$ cat src/rtl/iter_muldiv_pkg.sv
// iter_muldiv_pkg: operation/state types and default width shared by the
// iterative multiply/divide controller, its interface and its bench.
package iter_muldiv_pkg;
   localparam int DEFAULT_WIDTH = 8;
   typedef enum logic {OP_MUL, OP_DIV} op_e;
   typedef enum logic [1:0] {IDLE, MUL, DIV, DONE} state_e;
endpackage

$ cat src/rtl/iter_muldiv_ctrl_if.sv
// iter_muldiv_ctrl_if: start/busy/done front-side bundle of the iterative
// multiply/divide controller; master issues requests, slave is the controller.
interface iter_muldiv_ctrl_if #(parameter int WIDTH = iter_muldiv_pkg::DEFAULT_WIDTH);
   logic             start;
   logic             op;
   logic [WIDTH-1:0] opa;
   logic [WIDTH-1:0] opb;
   logic             busy;
   logic             done;
   logic [WIDTH-1:0] result;
   logic [WIDTH-1:0] remainder;
   logic             ovf;
   logic             dbz;
   modport master (output start, op, opa, opb,
                   input  busy, done, result, remainder, ovf, dbz);
   modport slave  (input  start, op, opa, opb,
                   output busy, done, result, remainder, ovf, dbz);
endinterface

$ cat src/rtl/iter_muldiv_ctrl_addsub.sv
// addsub: shared unsigned WIDTH-bit adder/subtractor (add_sub=1 adds);
// cout is the carry-out on add and the borrow on subtract.
module addsub #(parameter int WIDTH = 8) (
   input  logic             add_sub,
   input  logic [WIDTH-1:0] dataa,
   input  logic [WIDTH-1:0] datab,
   output logic [WIDTH-1:0] result,
   output logic             cout
);
   logic [WIDTH:0] sum;
   assign sum = add_sub ? {1'b0, dataa} + {1'b0, datab} : {1'b0, dataa} - {1'b0, datab};
   assign {cout, result} = sum;
endmodule

$ cat src/rtl/iter_muldiv_ctrl.sv
// iter_muldiv_ctrl: sequencer running unsigned multiply (repeated add) and divide
// (repeated subtract) on one shared addsub. ITER_MULDIV_SAT_EN saturates overflowing products.
module iter_muldiv_ctrl
   import iter_muldiv_pkg::*;
#(parameter int WIDTH = DEFAULT_WIDTH)
(
   input logic               clk,
   input logic               reset,
   iter_muldiv_ctrl_if.slave bus
);
   state_e           state_q, state_d;
   op_e              op_q, op_d;
   logic [WIDTH-1:0] a_q, a_d, b_q, b_d, acc_q, acc_d, cnt_q, cnt_d, quo_q, quo_d;
   logic [WIDTH-1:0] result_q, result_d, rem_q, rem_d;
   logic             busy_q, busy_d, done_q, done_d, ovf_q, ovf_d, dbz_q, dbz_d;
   logic             add_sub, cout;
   logic [WIDTH-1:0] sum, mul_res;
   // acc doubles as the running remainder while dividing
   assign add_sub = state_q != DIV;
   addsub #(.WIDTH(WIDTH)) u_addsub (
      .add_sub(add_sub),
      .dataa  (acc_q),
      .datab  (add_sub ? a_q : b_q),
      .result (sum),
      .cout   (cout)
   );
`ifdef ITER_MULDIV_SAT_EN
   assign mul_res = ovf_q ? '1 : acc_q;
`else
   assign mul_res = acc_q;
`endif
   always_comb begin
      state_d  = state_q;
      op_d     = op_q;
      a_d      = a_q;
      b_d      = b_q;
      acc_d    = acc_q;
      cnt_d    = cnt_q;
      quo_d    = quo_q;
      result_d = result_q;
      rem_d    = rem_q;
      ovf_d    = ovf_q;
      dbz_d    = dbz_q;
      busy_d   = state_q != IDLE;
      done_d   = state_q == DONE;
      case (state_q)
         IDLE: if (bus.start) begin
            op_d    = op_e'(bus.op);
            a_d     = bus.opa;
            b_d     = bus.opb;
            ovf_d   = 1'b0;
            dbz_d   = bus.op && bus.opb == '0;
            acc_d   = bus.op ? bus.opa : '0;
            cnt_d   = bus.opb;
            quo_d   = dbz_d ? '1 : '0;
            state_d = bus.opb == '0 ? DONE : bus.op ? DIV : MUL;
         end
         MUL: begin
            acc_d   = sum;
            ovf_d   = ovf_q | cout;
            cnt_d   = cnt_q - WIDTH'(1);
            state_d = cnt_q == WIDTH'(1) ? DONE : MUL;
         end
         DIV: begin
            acc_d   = cout ? acc_q : sum;
            quo_d   = cout ? quo_q : quo_q + WIDTH'(1);
            state_d = cout ? DONE : DIV;
         end
         DONE: begin
            result_d = op_q == OP_DIV ? quo_q : mul_res;
            rem_d    = op_q == OP_DIV ? acc_q : '0;
            state_d  = IDLE;
         end
         default: state_d = IDLE;
      endcase
   end
   always_ff @(posedge clk)
      if (!reset) begin
         state_q  <= IDLE;
         op_q     <= OP_MUL;
         a_q      <= '0;
         b_q      <= '0;
         acc_q    <= '0;
         cnt_q    <= '0;
         quo_q    <= '0;
         result_q <= '0;
         rem_q    <= '0;
         busy_q   <= 1'b0;
         done_q   <= 1'b0;
         ovf_q    <= 1'b0;
         dbz_q    <= 1'b0;
      end else begin
         state_q  <= state_d;
         op_q     <= op_d;
         a_q      <= a_d;
         b_q      <= b_d;
         acc_q    <= acc_d;
         cnt_q    <= cnt_d;
         quo_q    <= quo_d;
         result_q <= result_d;
         rem_q    <= rem_d;
         busy_q   <= busy_d;
         done_q   <= done_d;
         ovf_q    <= ovf_d;
         dbz_q    <= dbz_d;
      end
   assign bus.busy      = busy_q;
   assign bus.done      = done_q;
   assign bus.result    = result_q;
   assign bus.remainder = rem_q;
   assign bus.ovf       = ovf_q;
   assign bus.dbz       = dbz_q;
endmodule

$ cat src/flat_wrapper.sv
// flat-port wrapper written by rule: the top's interface ports become plain ports
module iter_muldiv_ctrl_flat import iter_muldiv_pkg::*;
#(parameter int WIDTH = DEFAULT_WIDTH)
  (clk, reset, bus_start, bus_op, bus_opa, bus_opb, bus_busy, bus_done, bus_result, bus_remainder, bus_ovf, bus_dbz);
  iter_muldiv_ctrl_if #(.WIDTH(WIDTH)) bus_i ();
  input logic clk;
  input logic reset;
  input wire logic [$bits(bus_i.start)-1:0] bus_start;
  input wire logic [$bits(bus_i.op)-1:0] bus_op;
  input wire logic [$bits(bus_i.opa)-1:0] bus_opa;
  input wire logic [$bits(bus_i.opb)-1:0] bus_opb;
  output wire logic [$bits(bus_i.busy)-1:0] bus_busy;
  output wire logic [$bits(bus_i.done)-1:0] bus_done;
  output wire logic [$bits(bus_i.result)-1:0] bus_result;
  output wire logic [$bits(bus_i.remainder)-1:0] bus_remainder;
  output wire logic [$bits(bus_i.ovf)-1:0] bus_ovf;
  output wire logic [$bits(bus_i.dbz)-1:0] bus_dbz;
  assign bus_i.start = bus_start;
  assign bus_i.op = bus_op;
  assign bus_i.opa = bus_opa;
  assign bus_i.opb = bus_opb;
  assign bus_busy = bus_i.busy;
  assign bus_done = bus_i.done;
  assign bus_result = bus_i.result;
  assign bus_remainder = bus_i.remainder;
  assign bus_ovf = bus_i.ovf;
  assign bus_dbz = bus_i.dbz;
  iter_muldiv_ctrl #(.WIDTH(WIDTH)) u_core (.clk(clk), .reset(reset), .bus(bus_i));
endmodule
$ cat config.mk
export PLATFORM = sky130hd
export DESIGN_NAME = iter_muldiv_ctrl_flat
export DESIGN_NICKNAME = d
export VERILOG_FILES = /design/src/rtl/iter_muldiv_pkg.sv /design/src/rtl/iter_muldiv_ctrl_if.sv /design/src/rtl/iter_muldiv_ctrl_addsub.sv /design/src/rtl/iter_muldiv_ctrl.sv /design/src/flat_wrapper.sv
export SDC_FILE = /design/constraint.sdc
export NUM_CORES = 1
export LEC_CHECK = 0
export ABC_AREA = 1
export CAP_MARGIN = 20
export CORE_ASPECT_RATIO = 2
export CORE_MARGIN = 8
export CORE_UTILIZATION = 45
export DETAILED_ROUTE_END_ITERATION = 10
export PLACE_DENSITY = 0.64
export SLEW_MARGIN = 10
export SYNTH_ARGS = -nofsm -noshare
export SYNTH_HDL_FRONTEND = slang
export SYNTH_SLANG_ARGS = --single-unit
$ cat constraint.sdc
create_clock -name clk -period 9.4 [get_ports clk]
set_input_delay 2.35 -clock clk [delete_from_list [all_inputs] [get_ports clk]]
set_output_delay 2.35 -clock clk [all_outputs]
set_load 0.005 [all_outputs]
-- After elaboration in Yosys (flattened, before gate mapping)
Index checks and enable logic that the tools add are counted.
- register bits: 63
- input bits: 20
- output and inout bits: 20
- word-level logic and storage cells: 58
- $add $sub $neg: 4
- equal/unequal tests: 7
- mux-type cells: 22
- bitwise operators: 1
- reduce and logical (&&, ||, !) cells: 11
- operators by type and width (cell ; number):
    $mux 8 ; 10
    $pmux 8 s2 ; 2
    $pmux 8 s3 ; 1
    $add 8x8->9 ; 1
    $mux 9 ; 1
    $sub 8x8->9 ; 1
    $add 8x1->8 const B ; 1
    $eq 8x1->1 const B ; 1
    $logic_not 8->1 ; 1
    $mux 2 ; 4
    $pmux 2 s4 ; 1
    $sub 8x1->8 const B ; 1
    $ne 2x2->1 const B ; 3
    $reduce_and 3->1 ; 2
    $reduce_bool 2->1 ; 3
    $eq 2x2->1 const B ; 2
    $reduce_and 2->1 ; 2
    $reduce_bool 3->1 ; 1
    $eq 2x1->1 const B ; 1
    $logic_not 2->1 ; 1
    $mux 1 ; 2
    $pmux 1 s2 ; 1
    $logic_and 1x1->1 ; 1
    $or 1x1->1 ; 1

-- Depth between registers and ports, before layout
Gate-level depths: netlist of run 1.
- word-level depth: 6
- mapped depth: 28
- mapped depth without buffers: 26

-- Modules after synthesis
From an unflattened synthesis of run 1, not the netlist that was laid out.
- cells, all modules: 563
- area, all modules: 3673.5 µm²
- by module, submodules not included (module ; instances ; cells each ; area an instance (µm²) ; sequential area each (µm²)):
    iter_muldiv_ctrl ; 1 ; 450 ; 3084.2 ; 1261.2
    addsub ; 1 ; 113 ; 589.3 ; 0.0

-- Least setup slack after synthesis of run 1
No wires, ideal clock.
- path kind: input -> register
- start point: input bus_opb[7]
- end point: register u_core.quo_q[2]
- library setup time: 0.064 ns
- data arrival time: 3.314 ns
- required time: 9.336 ns
- slack: 6.022 ns
- stages on the path: 8
- path buffers: 0
- cells stage by stage: inv_1 -> nand3_1 -> nor3_1 -> nand3_1 -> o21ai_0 -> nand3b_1 -> nand2_1 -> nor2_1
- cells in the longest elaborated chain, start to end: 5
- RTL lines (element ; RTL line ; RTL):
    start: declaration ; flat_wrapper.sv:11 ; input wire logic [$bits(bus_i.opb)-1:0] bus_opb;
    $logic_not 8->1 ; iter_muldiv_ctrl.sv:52 ; dbz_d = bus.op && bus.opb == '0;
    $logic_and 1x1->1 ; iter_muldiv_ctrl.sv:52 ;
    $mux 8 ; iter_muldiv_ctrl.sv:55 ; quo_d = dbz_d ? '1 : '0;
    $mux 8 ; iter_muldiv_ctrl.sv:47 ; IDLE: if (bus.start) begin
    $pmux 8 s2 ; iter_muldiv_ctrl.sv:46 ; case (state_q)
    end signal: assignment ; iter_muldiv_ctrl.sv:99 ; quo_q <= quo_d;
    end: declaration ; iter_muldiv_ctrl.sv:13 ; logic [WIDTH-1:0] a_q, a_d, b_q, b_d, acc_q, acc_d, cnt_q, cnt_d, quo_q, quo_d;
No other way between the ends. The select of a mux whose other input is x is not followed.
A chain may end at the register's enable or synchronous reset.

-- Final worst setup path of run 1
- start point: input bus_start
- end point: register u_core.cnt_q[3]
- cells in the longest elaborated chain, start to end: 2
- RTL lines (element ; RTL line ; RTL):
    start: declaration ; flat_wrapper.sv:8 ; input wire logic [$bits(bus_i.start)-1:0] bus_start;
    $ne 2x2->1 (no line) ; - ;
    $reduce_and 2->1 (no line) ; - ;
    end signal: assignment ; iter_muldiv_ctrl.sv:98 ; cnt_q <= cnt_d;
    end: declaration ; iter_muldiv_ctrl.sv:13 ;
No other way between the ends.

==> impl_metrics.sql, run 1 <==
INSERT INTO impl_metrics (metric_group, metric, value, unit) VALUES
('worst_setup_path', 'crit_path_frequent_cell', 'sky130_fd_sc_hd__o21ai_0', ''),
('sta', 'finalClockSkew', '0.003591', 'ns'),
('global_route', 'grt_antenna_before_repair', '0', ''),
('drt', 'drt_iter0_markers', '288', ''),
('finish', 'final_net_count', '631', ''),
('synthesis', 'synth-async-reset-ratio', '0', '%'),
('synthesis', 'synth_largest_area_cell', 'sky130_fd_sc_hd__dfxtp_1', ''),
('global_route', 'vias_in_the_first_global_route', '3532', ''),
('worst_setup_path', 'crit-reg2reg-capture', 'u_core.quo_q[5]$_SDFFE_PN0P_', ''),
('worst_setup_path', 'critical_path_peak_fanout', '34', ''),
('finish', 'ff_latch_area', '1261', 'um2'),
('worst_setup_path', 'crit_family', 'compound AO/OA/AOI/OAI gates', ''),
('drt', 'post-route-drc-count', '0', ''),
('pwr', 'ir_drop', '0.1233', 'mV'),
('worst_setup_path', 'critical_path_buf_inv_count', '2', ''),
('placed_design', 'gpl.final_weighted_congestion', '0.8973', ''),
('clock_tree', 'clk_root_buffer_cell', 'sky130_fd_sc_hd__clkbuf_16', ''),
('sta', 'tns', '0', 'ns'),
('global_route', 'largest_net_degree_at_the_start_of_global_routing', '48', ''),
('clock_tree', 'clockBufferDepth', '2', ''),
('worst_setup_path', 'worst_ep_arrival_time', '4.60', 'ns'),
('synthesis', 'postSynthRegisterBits', '63', ''),
('worst_setup_path', 'endpoint_kind', 'flip-flop', ''),
('run_status', 'outcome', 'finished, final reports clean', ''),
('sta', 'final_period_minus_worst_setup_slack', '4.341', 'ns'),
('finish', 'area_used_by_multi_input_combinational_logic', '2058', 'um2'),
('global_route', 'grt-ovfl-total', '0', ''),
('pwr', 'share_clk_of_total_power', '34.8', '%'),
('sta', 'slew-limit-headroom', '34.71', '%'),
('die', 'initial_utilization', '46.36', '%'),
('hold_path', 'min_delay_worst_endpoint', 'u_core.a_q[3]$_SDFFE_PN0P_', ''),
('hold_path', 'min_path_type', 'flip-flop to flip-flop', ''),
('placed_design', 'port_buffers', '39', ''),
('clock_tree', 'clkSinkCount', '63', ''),
('sta', 'finalSetupViolations', '0', ''),
('synthesis', 'synth_area_leaders', 'sky130_fd_sc_hd__dfxtp_1, sky130_fd_sc_hd__nand2_1, sky130_fd_sc_hd__a21oi_1', ''),
('sta', 'grt_setup_unrepaired', 'false', ''),
('clock_tree', 'cts_htree_levels', '3', ''),
('synthesis', 'mappedNetlistNets', '604', ''),
('global_route', 'grt_pass1_wl', '16.89', 'mm'),
('sta', 'timing_worst_slew_pin_value', '0.9757', 'ns'),
('run', 'max_cap_viol_count', '0', ''),
('die', 'fp.coreArea', '7943', 'um2'),
('clock_tree', 'postCtsSetupRepairBufs', '0', ''),
('die', 'die_y', '143.9', 'um'),
('synthesis', 'yosys.cell_types.count', '31', ''),
('pwr', 'power.sequential.fraction', '32.7', '%'),
('clock_tree', 'clkSlewWorstSetupHoldPaths', '0.05', 'ns'),
('synthesis', 'synth_cells', '567', ''),
('finish', 'insertedDiodeCount', '0', ''),
('finish', 'layout.cells.non_filler', '693', ''),
('worst_setup_path', 'path_class', 'input pin to flip-flop', ''),
('worst_setup_path', 'ff2ff_path_depth', '26', ''),
('worst_setup_path', 'cp_cell_sequence', 'clkdlybuf4s50_1 -> nand2_1 -> o21ai_0 -> clkbuf_2 -> o21ai_0 -> o21ai_0 -> a21oi_1', ''),
('drt', 'route.antenna.remaining_nets', '0', ''),
('drt', 'routed_wire_length_per_instance', '15.19', 'um'),
('die', 'number_of_core_rows', '46', ''),
('die', 'chipWidth', '79.97', 'um'),
('global_route', 'grt_use_total', '18.89', '%'),
('pwr', 'power_leakage', '1.971', 'nW'),
('pwr', 'netSwitchingFraction', '35.26', '%'),
('pwr', 'combPwrFrac', '32.6', '%'),
('clock_tree', 'tritoncts', 'done', ''),
('die', 'floorplan.die_area', '11510', 'um2'),
('placed_design', 'place.detailed.instances', '677', ''),
('synthesis', 'synth_most_common_cell', 'sky130_fd_sc_hd__nand2_1', ''),
('drt', 'final_wl', '10.53', 'mm'),
('worst_setup_path', 'regToRegSetupSlack', '5.35', 'ns'),
('clock_tree', 'cts.repair.resized', '0', ''),
('hold_path', 'worst_hold_startpoint', 'u_core.a_q[3]$_SDFFE_PN0P_', ''),
('hold_path', 'worst_hold_path.num_cells', '2', '');
[worst max-delay path by stage]
stage                                         from                           end  slack (ns)  depth (start not counted)
finish                                   bus_start  u_core.cnt_q[3]$_SDFFE_PN0P_        5.06                          7
global route                             bus_start  u_core.cnt_q[3]$_SDFFE_PN0P_        4.88                          7
CTS                 u_core.state_q[0]$_SDFFE_PN0P_  u_core.quo_q[5]$_SDFFE_PN0P_        4.69                         25
detailed placement                       bus_start  u_core.cnt_q[1]$_SDFFE_PN0P_        4.58                          6
global placement                         bus_start  u_core.cnt_q[6]$_SDFFE_PN0P_        4.59                          7
floorplan                               bus_opb[7]  u_core.quo_q[2]$_SDFFE_PN0P_        6.02                          8
[final cells by class]
| type | count | share of cell area (%) |
|---|---|---|
| clock inverter | 4 | 2.149 |
| timing repair buffer | 43 | 9.615 |
| tap | 96 | 2.715 |
| clock buffer | 10 | 5.402 |
| inverter | 60 | 5.091 |
| sequential | 63 | 28.51 |
| multi-input combinational | 417 | 46.52 |
[power by group through the flow]
stage                     logic, mW  registers (mW)  clock network [mW]
after floorplan               0.276           0.338                   0
after global placement        0.341           0.359                   0
after detailed placement      0.349           0.361                   0
after CTS                     0.351           0.355               0.383
after global routing          0.405           0.359               0.394
final                         0.354           0.355               0.378
[sequential cells by signal, summed over array words and instances, names as in the netlist]
name,flops
u_core.cnt_q,8
u_core.a_q,8
u_core.op_q,1
u_core.bus.remainder,8
u_core.state_q,2
u_core.acc_q,8
u_core.bus.done,1
u_core.bus.ovf,1
u_core.b_q,8
u_core.bus.dbz,1
u_core.bus.result,8
u_core.bus.busy,1
u_core.quo_q,8
[tightest hold or removal path, stage by stage (launching register included)]
cell and delay (ns):
sky130_fd_sc_hd__dfxtp_1 0.29, sky130_fd_sc_hd__inv_1 0.06, sky130_fd_sc_hd__a21oi_1 0.05
[stage by stage]
step                hold slack [ns]  instance area, um2  power (mW)  utilization (%)
detailed placement           0.4454                4070      0.7097            51.24
CTS                          0.4537                4404       1.089            55.45
floorplan                    0.4244                3682      0.6138                -
global placement             0.4350                4070      0.7001            51.24
global route                 0.4841                4424       1.159            55.70
finish                       0.4502                4424       1.087            55.70
[cell usage in the layout (no fill, tap or decap), drive strengths merged]
cell type,Yosys,layout
fa,1,1
clkdlybuf4s50,0,39
a211oi,2,2
xor2,2,2
nor4,1,1
ha,16,16
a22oi,3,3
nand3,28,28
o21ai,62,62
nand4,4,4
o21a,2,2
buf,10,3
clkbuf,17,11
clkinv,2,3
nor2,58,58
bufinv,0,3
a31oi,4,4
nand2,146,146
nor3,5,5
or2,3,3
xnor2,1,1
a21oi,66,66
nand3b,9,9
o22ai,3,3
inv,58,58
dfxtp,63,63
o32ai,1,1
[metal layers]
layer	GRT usage [%]	share of wire, %	wire, um	vias to the layer above
li1	-	-	-	1910
met1	18.48	37	3873	1766
met2	34.22	54	5690	100
met3	3.692	3.8	405	29
met4	12.55	5.3	558	0
met5	0	0	0	-
[cells by family after synthesis]
group,after synthesis,synth area share [%]
buffers and inverters,87,9.854
flip-flops,63,34.25
AO/OA/AOI/OAI,143,20.25
adder cells (fa/ha/maj),17,5.980
AND/OR/NAND/NOR,254,28.95
XOR/XNOR,3,0.7137
(Power assumes the default switching activity.)
==> inputs of run 2 (changes only) <==
==> constraint.sdc (replaced) <==
create_clock -name clk -period 4.4 [get_ports clk]
set_input_delay 1.1 -clock clk [delete_from_list [all_inputs] [get_ports clk]]
set_output_delay 1.1 -clock clk [all_outputs]
set_load 0.005 [all_outputs]
==> impl_metrics.sql, run 2 (synthesis results as in run 1) <==
INSERT INTO impl_metrics (metric_group, metric, value, unit) VALUES
('run_status', 'outcome', 'finished, final reports clean', ''),
('clock_tree', 'cts-buffers-inserted', '9', ''),
('global_route', 'grt-ovfl-total', '0', ''),
('drt', 'post-route-drc-count', '0', ''),
('worst_setup_path', 'crit-reg2reg-capture', 'u_core.quo_q[5]$_SDFFE_PN0P_', ''),
('finish', 'syn2layout_area_growth', '19.88', '%'),
('clock_tree', 'cts_htree_levels', '3', ''),
('finish', 'drive_above_1_share', '4.667', '%'),
('worst_setup_path', 'cp_slowest_cell', 'sky130_fd_sc_hd__ha_1', ''),
('sta', 'grt_setup_unrepaired', 'false', ''),
('drt', 'route.antenna.remaining_nets', '0', ''),
('run', 'max_cap_viol_count', '0', ''),
('finish', 'final_net_count', '632', ''),
('pwr', 'combPwrFrac', '33.8', '%'),
('drt', 'detail_route.vias_per_cell', '5.395', ''),
('drt', 'detailroute.via_count', '3755', ''),
('finish', 'final_common_cell', 'sky130_fd_sc_hd__nand2_1', ''),
('die', 'floorplan.die_area', '11510', 'um2'),
('drt', 'routed_wire_length_per_instance', '15.23', 'um'),
('sta', 'hold_ws', '0.4586', 'ns'),
('hold_path', 'min_path_type', 'flip-flop to flip-flop', ''),
('clock_tree', 'clkSinkCount', '63', ''),
('clock_tree', 'clkSlewWorstSetupHoldPaths', '0.05', 'ns'),
('clock_tree', 'clk_root_buffer_cell', 'sky130_fd_sc_hd__clkbuf_16', ''),
('global_route', 'vias_in_the_first_global_route', '3617', ''),
('sta', 'final_period_minus_worst_setup_slack', '3.820', 'ns'),
('sta', 'slew_viol_final', '0', ''),
('finish', 'insertedDiodeCount', '0', ''),
('placed_design', 'dpl_worst_slack', '0.4312', 'ns'),
('placed_design', 'gpl.final_weighted_congestion', '0.8972', ''),
('pwr', 'power.sequential.fraction', '33.4', '%'),
('sta', 'finalSetupViolations', '0', ''),
('finish', 'ff_latch_area', '1261', 'um2'),
('sta', 'setup_slack', '0.5796', 'ns'),
('global_route', 'largest_net_degree_at_the_start_of_global_routing', '47', ''),
('global_route', 'grt_use_total', '19.09', '%'),
('global_route', 'grt_antenna_before_repair', '0', ''),
('worst_setup_path', 'crit_path_frequent_cell', 'sky130_fd_sc_hd__nand2_1', ''),
('die', 'io-pin-count', '40', ''),
('pwr', 'total_power', '2.274', 'mW'),
('worst_setup_path', 'critical_path.endpoint', 'u_core.quo_q[5]$_SDFFE_PN0P_', ''),
('placed_design', 'post-dp-hpwl', '8.028', 'mm'),
('drt', 'drt_iter0_markers', '277', ''),
('sta', 'max_clock_freq', '261.8', 'MHz'),
('worst_setup_path', 'worst_ep_arrival_time', '4.04', 'ns'),
('sta', 'hold_viol', '0', ''),
('worst_setup_path', 'path_class', 'flip-flop to flip-flop', ''),
('pwr', 'ir_drop', '0.2854', 'mV'),
('drt', 'final_wl', '10.60', 'mm'),
('finish', 'n_fill_cell', '804', ''),
('worst_setup_path', 'worst_path_largest_cell_delay', '0.39', 'ns'),
('die', 'die_y', '143.9', 'um'),
('die', 'initial_utilization', '46.36', '%'),
('pwr', 'p_per_area', '515.1', 'nW/um2'),
('pwr', 'power_report.internal_total', '1.438', 'mW'),
('sta', 'final_min_period_over_clock_period', '86.83', '%'),
('worst_setup_path', 'endpoint_kind', 'flip-flop', ''),
('clock_tree', 'worstSkewPairLatency', '0.33', 'ns'),
('sta', 'finalClockSkew', '0.006328', 'ns'),
('sta', 'timing_worst_slew_pin_value', '0.9768', 'ns'),
('clock_tree', 'clockBufferDepth', '2', ''),
('finish', 'commonest_cells_after_routing_fill_and_taps_aside', 'sky130_fd_sc_hd__nand2_1, sky130_fd_sc_hd__a21oi_1, sky130_fd_sc_hd__dfxtp_1, sky130_fd_sc_hd__o21ai_0, sky130_fd_sc_hd__nor2_1', ''),
('worst_setup_path', 'critical_path.startpoint_type', 'flip-flop', ''),
('die', 'chipWidth', '79.97', 'um'),
('finish', 'area_used_by_multi_input_combinational_logic', '2066', 'um2'),
('sta', 'tns', '0', 'ns'),
('pwr', 'p_switching', '836.2', 'uW'),
('pwr', 'share_clk_of_total_power', '32.8', '%'),
('worst_setup_path', 'critical_path_peak_fanout', '29', ''),
('worst_setup_path', 'regToRegSetupSlack', '0.58', 'ns'),
('placed_design', 'port_buffers', '39', ''),
('drt', 'firstDrtPassIters', '4', ''),
('global_route', 'grt_pass1_wl', '17.07', 'mm'),
('worst_setup_path', 'setup.worst_path.start', 'u_core.state_q[0]$_SDFFE_PN0P_', ''),
('clock_tree', 'tritoncts', 'done', ''),
('pwr', 'netSwitchingFraction', '36.77', '%'),
('pwr', 'power_leakage', '1.959', 'nW'),
('die', 'fp.coreArea', '7943', 'um2'),
('sta', 'slew-limit-headroom', '34.64', '%'),
('worst_setup_path', 'r2r_start', 'u_core.state_q[0]$_SDFFE_PN0P_', ''),
('worst_setup_path', 'ff2ff_path_depth', '25', ''),
('worst_setup_path', 'critical_path_required', '4.62', 'ns'),
('die', 'number_of_core_rows', '46', '');
run 2: critical path: cells and delay by family (launching register included):
family	cells	cell delay, ns
AND/OR/NAND/NOR	13	1.35
adder cells (fa/ha/maj)	3	0.93
buffers and inverters	6	0.69
AO/OA/AOI/OAI	3	0.43
flip-flops	1	0.32
run 2: how the worst min path moves through the flow:
stage	slack, ns	from	to	depth (start not counted)
final	0.46	u_core.a_q[0]$_SDFFE_PN0P_	u_core.a_q[0]$_SDFFE_PN0P_	2
after global routing	0.48	u_core.a_q[0]$_SDFFE_PN0P_	u_core.a_q[0]$_SDFFE_PN0P_	2
after CTS	0.46	u_core.a_q[0]$_SDFFE_PN0P_	u_core.a_q[0]$_SDFFE_PN0P_	2
after detailed placement	0.46	u_core.a_q[6]$_SDFFE_PN0P_	u_core.a_q[6]$_SDFFE_PN0P_	2
after global placement	0.45	u_core.a_q[6]$_SDFFE_PN0P_	u_core.a_q[6]$_SDFFE_PN0P_	2
after floorplan	0.42	u_core.a_q[0]$_SDFFE_PN0P_	u_core.a_q[0]$_SDFFE_PN0P_	2
run 2: power groups by stage:
stage	Combinational, mW	Clock, mW	Sequential [mW]
6_report	0.768	0.746	0.759
5_1_grt	0.873	0.779	0.766
4_1_cts	0.758	0.761	0.756
3_5_place_dp	0.754	0	0.768
3_3_place_gp	0.739	0	0.769
2_1_floorplan	0.589	0	0.722
run 2: per-stage QoR:
step / util, % / cell area, um2 / std cells
floorplan: - / 3682 / 567
detailed placement: 51.43 / 4085 / 679
global route: 55.58 / 4414 / 696
global placement: 51.43 / 4085 / 679
CTS: 55.39 / 4399 / 695
finish: 55.58 / 4414 / 696
run 2: routing by layer:
layer	share of wire [%]	vias up	GRT usage, %
met5	0	-	0
met4	4.4	0	11.97
met3	3.9	29	3.755
met2	54	91	34.39
met1	38	1725	19.08
li1	-	1910	-
run 2: cell type report:
type / count / area share, %
timing repair buffer: 44 / 9.694
clock buffer: 10 / 5.187
clock inverter: 6 / 1.927
inverter: 60 / 5.102
tap: 96 / 2.721
sequential: 63 / 28.57
multi-input combinational: 417 / 46.80
run 2: repair_timing:
item                       CTS  global route
hold buffers                 0             0
setup buffers                0             0
resized for setup            0             1
setup endpoints to repair    0            11
==> inputs of run 3 (changes only) <==
--- a/config.mk
+++ b/config.mk
@@ -11,6 +11,7 @@
 export CORE_MARGIN = 8
 export CORE_UTILIZATION = 45
 export DETAILED_ROUTE_END_ITERATION = 10
+export MAX_ROUTING_LAYER = met4
 export PLACE_DENSITY = 0.64
 export SLEW_MARGIN = 10
 export SYNTH_ARGS = -nofsm -noshare
==> impl_metrics.sql, run 3 (synthesis results as in run 1) <==
INSERT INTO impl_metrics (metric_group, metric, value, unit) VALUES
('finish', 'drive_above_1_share', '4.667', '%'),
('global_route', 'grt_antenna_before_repair', '0', ''),
('pwr', 'combPwrFrac', '33.6', '%'),
('global_route', 'grt_pass1_wl', '16.95', 'mm'),
('die', 'chipWidth', '79.97', 'um'),
('drt', 'post-route-drc-count', '0', ''),
('sta', 'hold_viol', '0', ''),
('sta', 'final_min_period_over_clock_period', '85.95', '%'),
('worst_setup_path', 'worst_path_largest_cell_delay', '0.39', 'ns'),
('clock_tree', 'clkSlewWorstSetupHoldPaths', '0.05', 'ns'),
('placed_design', 'gpl.final_weighted_congestion', '0.9181', ''),
('drt', 'met2WireLength', '5.961', 'mm'),
('finish', 'insertedDiodeCount', '0', ''),
('pwr', 'share_clk_of_total_power', '33.1', '%'),
('clock_tree', 'worstSkewPairLatency', '0.34', 'ns'),
('die', 'io-pin-count', '40', ''),
('drt', 'route.antenna.remaining_nets', '0', ''),
('clock_tree', 'clockBufferDepth', '2', ''),
('finish', 'final_design_area_no_fill', '4414', 'um2'),
('clock_tree', 'cts_htree_levels', '3', ''),
('pwr', 'power.sequential.fraction', '33.3', '%'),
('die', 'fp.coreArea', '7943', 'um2'),
('drt', 'routed-wl-met3', '335', 'um'),
('placed_design', 'place.detailed.instances', '679', ''),
('worst_setup_path', 'path_class', 'flip-flop to flip-flop', ''),
('pwr', 'p_per_area', '515.8', 'nW/um2'),
('drt', 'firstDrtPassIters', '4', ''),
('sta', 'max_clock_freq', '264.4', 'MHz'),
('sta', 'setup_slack', '0.6182', 'ns'),
('worst_setup_path', 'instance_count_on_the_critical_path', '25', ''),
('placed_design', 'post-dp-hpwl', '8.047', 'mm'),
('worst_setup_path', 'critical_path_required', '4.63', 'ns'),
('sta', 'final_period_minus_worst_setup_slack', '3.782', 'ns'),
('pwr', 'total_power', '2.277', 'mW'),
('pwr', 'power_report.internal_total', '1.438', 'mW'),
('die', 'number_of_core_rows', '46', ''),
('pwr', 'power_leakage', '1.959', 'nW'),
('sta', 'hold_ws', '0.4616', 'ns'),
('sta', 'finalClockSkew', '0.006073', 'ns'),
('finish', 'commonest_cells_after_routing_fill_and_taps_aside', 'sky130_fd_sc_hd__nand2_1, sky130_fd_sc_hd__a21oi_1, sky130_fd_sc_hd__dfxtp_1, sky130_fd_sc_hd__o21ai_0, sky130_fd_sc_hd__nor2_1', ''),
('run', 'max_cap_viol_count', '0', ''),
('sta', 'tns', '0', 'ns'),
('global_route', 'grt_use_total', '19.58', '%'),
('worst_setup_path', 'worst_ep_arrival_time', '4.01', 'ns'),
('global_route', 'grt-ovfl-total', '0', ''),
('pwr', 'ir_drop', '0.2438', 'mV'),
('die', 'die_y', '143.9', 'um'),
('worst_setup_path', 'critical_path.startpoint_type', 'flip-flop', ''),
('drt', 'detailroute.via_count', '3772', ''),
('drt', 'drt_iter0_markers', '262', ''),
('worst_setup_path', 'ff2ff_path_depth', '25', ''),
('worst_setup_path', 'crit_family', 'simple AND/OR/NAND/NOR gates', ''),
('finish', 'layout.cells.non_filler', '696', ''),
('clock_tree', 'clk_root_buffer_cell', 'sky130_fd_sc_hd__clkbuf_16', ''),
('pwr', 'netSwitchingFraction', '36.86', '%'),
('placed_design', 'detailed_place.area', '4085', 'um2'),
('sta', 'finalSetupViolations', '0', ''),
('worst_setup_path', 'critical_path_buf_inv_count', '6', ''),
('placed_design', 'dpl_worst_slack', '0.4253', 'ns'),
('global_route', 'vias_in_the_first_global_route', '3487', ''),
('sta', 'slew-limit-headroom', '33.97', '%'),
('worst_setup_path', 'cp_slowest_cell', 'sky130_fd_sc_hd__ha_1', ''),
('worst_setup_path', 'critical_path_peak_fanout', '29', ''),
('finish', 'final_net_count', '632', ''),
('clock_tree', 'tritoncts', 'done', ''),
('hold_path', 'worst_hold_path.num_cells', '2', ''),
('worst_setup_path', 'crit_path_frequent_cell', 'sky130_fd_sc_hd__nand2_1', ''),
('worst_setup_path', 'endpoint_kind', 'flip-flop', ''),
('clock_tree', 'clkSinkCount', '63', ''),
('finish', 'syn2layout_area_growth', '19.88', '%'),
('placed_design', 'port_buffers', '39', ''),
('hold_path', 'min_path_type', 'flip-flop to flip-flop', ''),
('sta', 'grt_setup_unrepaired', 'false', ''),
('clock_tree', 'postCtsSetupRepairBufs', '0', ''),
('finish', 'final_common_cell', 'sky130_fd_sc_hd__nand2_1', ''),
('drt', 'top_routing_layer_used', 'met4', ''),
('drt', 'routed_wire_length_per_instance', '15.40', 'um'),
('sta', 'slew_viol_final', '0', ''),
('global_route', 'largest_net_degree_at_the_start_of_global_routing', '47', ''),
('die', 'initial_utilization', '46.36', '%'),
('drt', 'met1_length', '4.116', 'mm'),
('clock_tree', 'cts-buffers-inserted', '9', ''),
('clock_tree', 'cts_hold_buffers', '0', ''),
('pwr', 'p_switching', '839.2', 'uW'),
('drt', 'final_wl', '10.72', 'mm'),
('drt', 'detail_route.vias_per_cell', '5.420', ''),
('die', 'floorplan.die_area', '11510', 'um2'),
('run_status', 'outcome', 'finished, final reports clean', ''),
('sta', 'timing_worst_slew_pin_value', '0.9868', 'ns'),
('finish', 'final_core_util', '55.58', '%');
run 3: area by class of cell:
class	instances	area (um2)
well taps	96	120.1
flip-flops and latches	63	1261
inverters	60	225.2
clock inverters	6	85.08
fillers	810	3528
clock buffers	10	229.0
repair buffers	44	427.9
multi-input cells	417	2066
run 3: worst paths after layout:
kind / from / endpoint / slack [ns]
setup / recovery: u_core.state_q[0]$_SDFFE_PN0P_ / u_core.quo_q[6]$_SDFFE_PN0P_ / 0.62
hold / removal: u_core.a_q[6]$_SDFFE_PN0P_ / u_core.a_q[6]$_SDFFE_PN0P_ / 0.46
setup reg to reg: u_core.state_q[0]$_SDFFE_PN0P_ / u_core.quo_q[6]$_SDFFE_PN0P_ / 0.62
hold reg to reg: u_core.a_q[6]$_SDFFE_PN0P_ / u_core.a_q[6]$_SDFFE_PN0P_ / 0.46
run 3: routing by layer:
layer	vias to the layer above	GRT usage [%]
met1	1758	19.48
li1	1917	-
met2	78	35.37
met5	-	-
met3	19	3.004
met4	0	9.846
run 3: power by group through the flow:
stage               registers [mW]  clock network [mW]  logic (mW)
finish                       0.758               0.755       0.764
global route                 0.767               0.789       0.874
CTS                          0.759               0.766       0.756
detailed placement           0.770                   0       0.752
global placement             0.770                   0       0.739
floorplan                    0.722                   0       0.589
run 3: repair_timing:
| action | 4_1_cts | 5_1_grt |
|---|---|---|
| hold endpoints to repair | 0 | 0 |
| setup endpoints to repair | 0 | 3 |
| gates resized for setup | 0 | 1 |
run 3: tightest hold or removal path, cell delays in order, from the launching register on:
cell	delay (ns)
sky130_fd_sc_hd__dfxtp_1	0.29
sky130_fd_sc_hd__inv_1	0.06
sky130_fd_sc_hd__a21oi_1	0.06
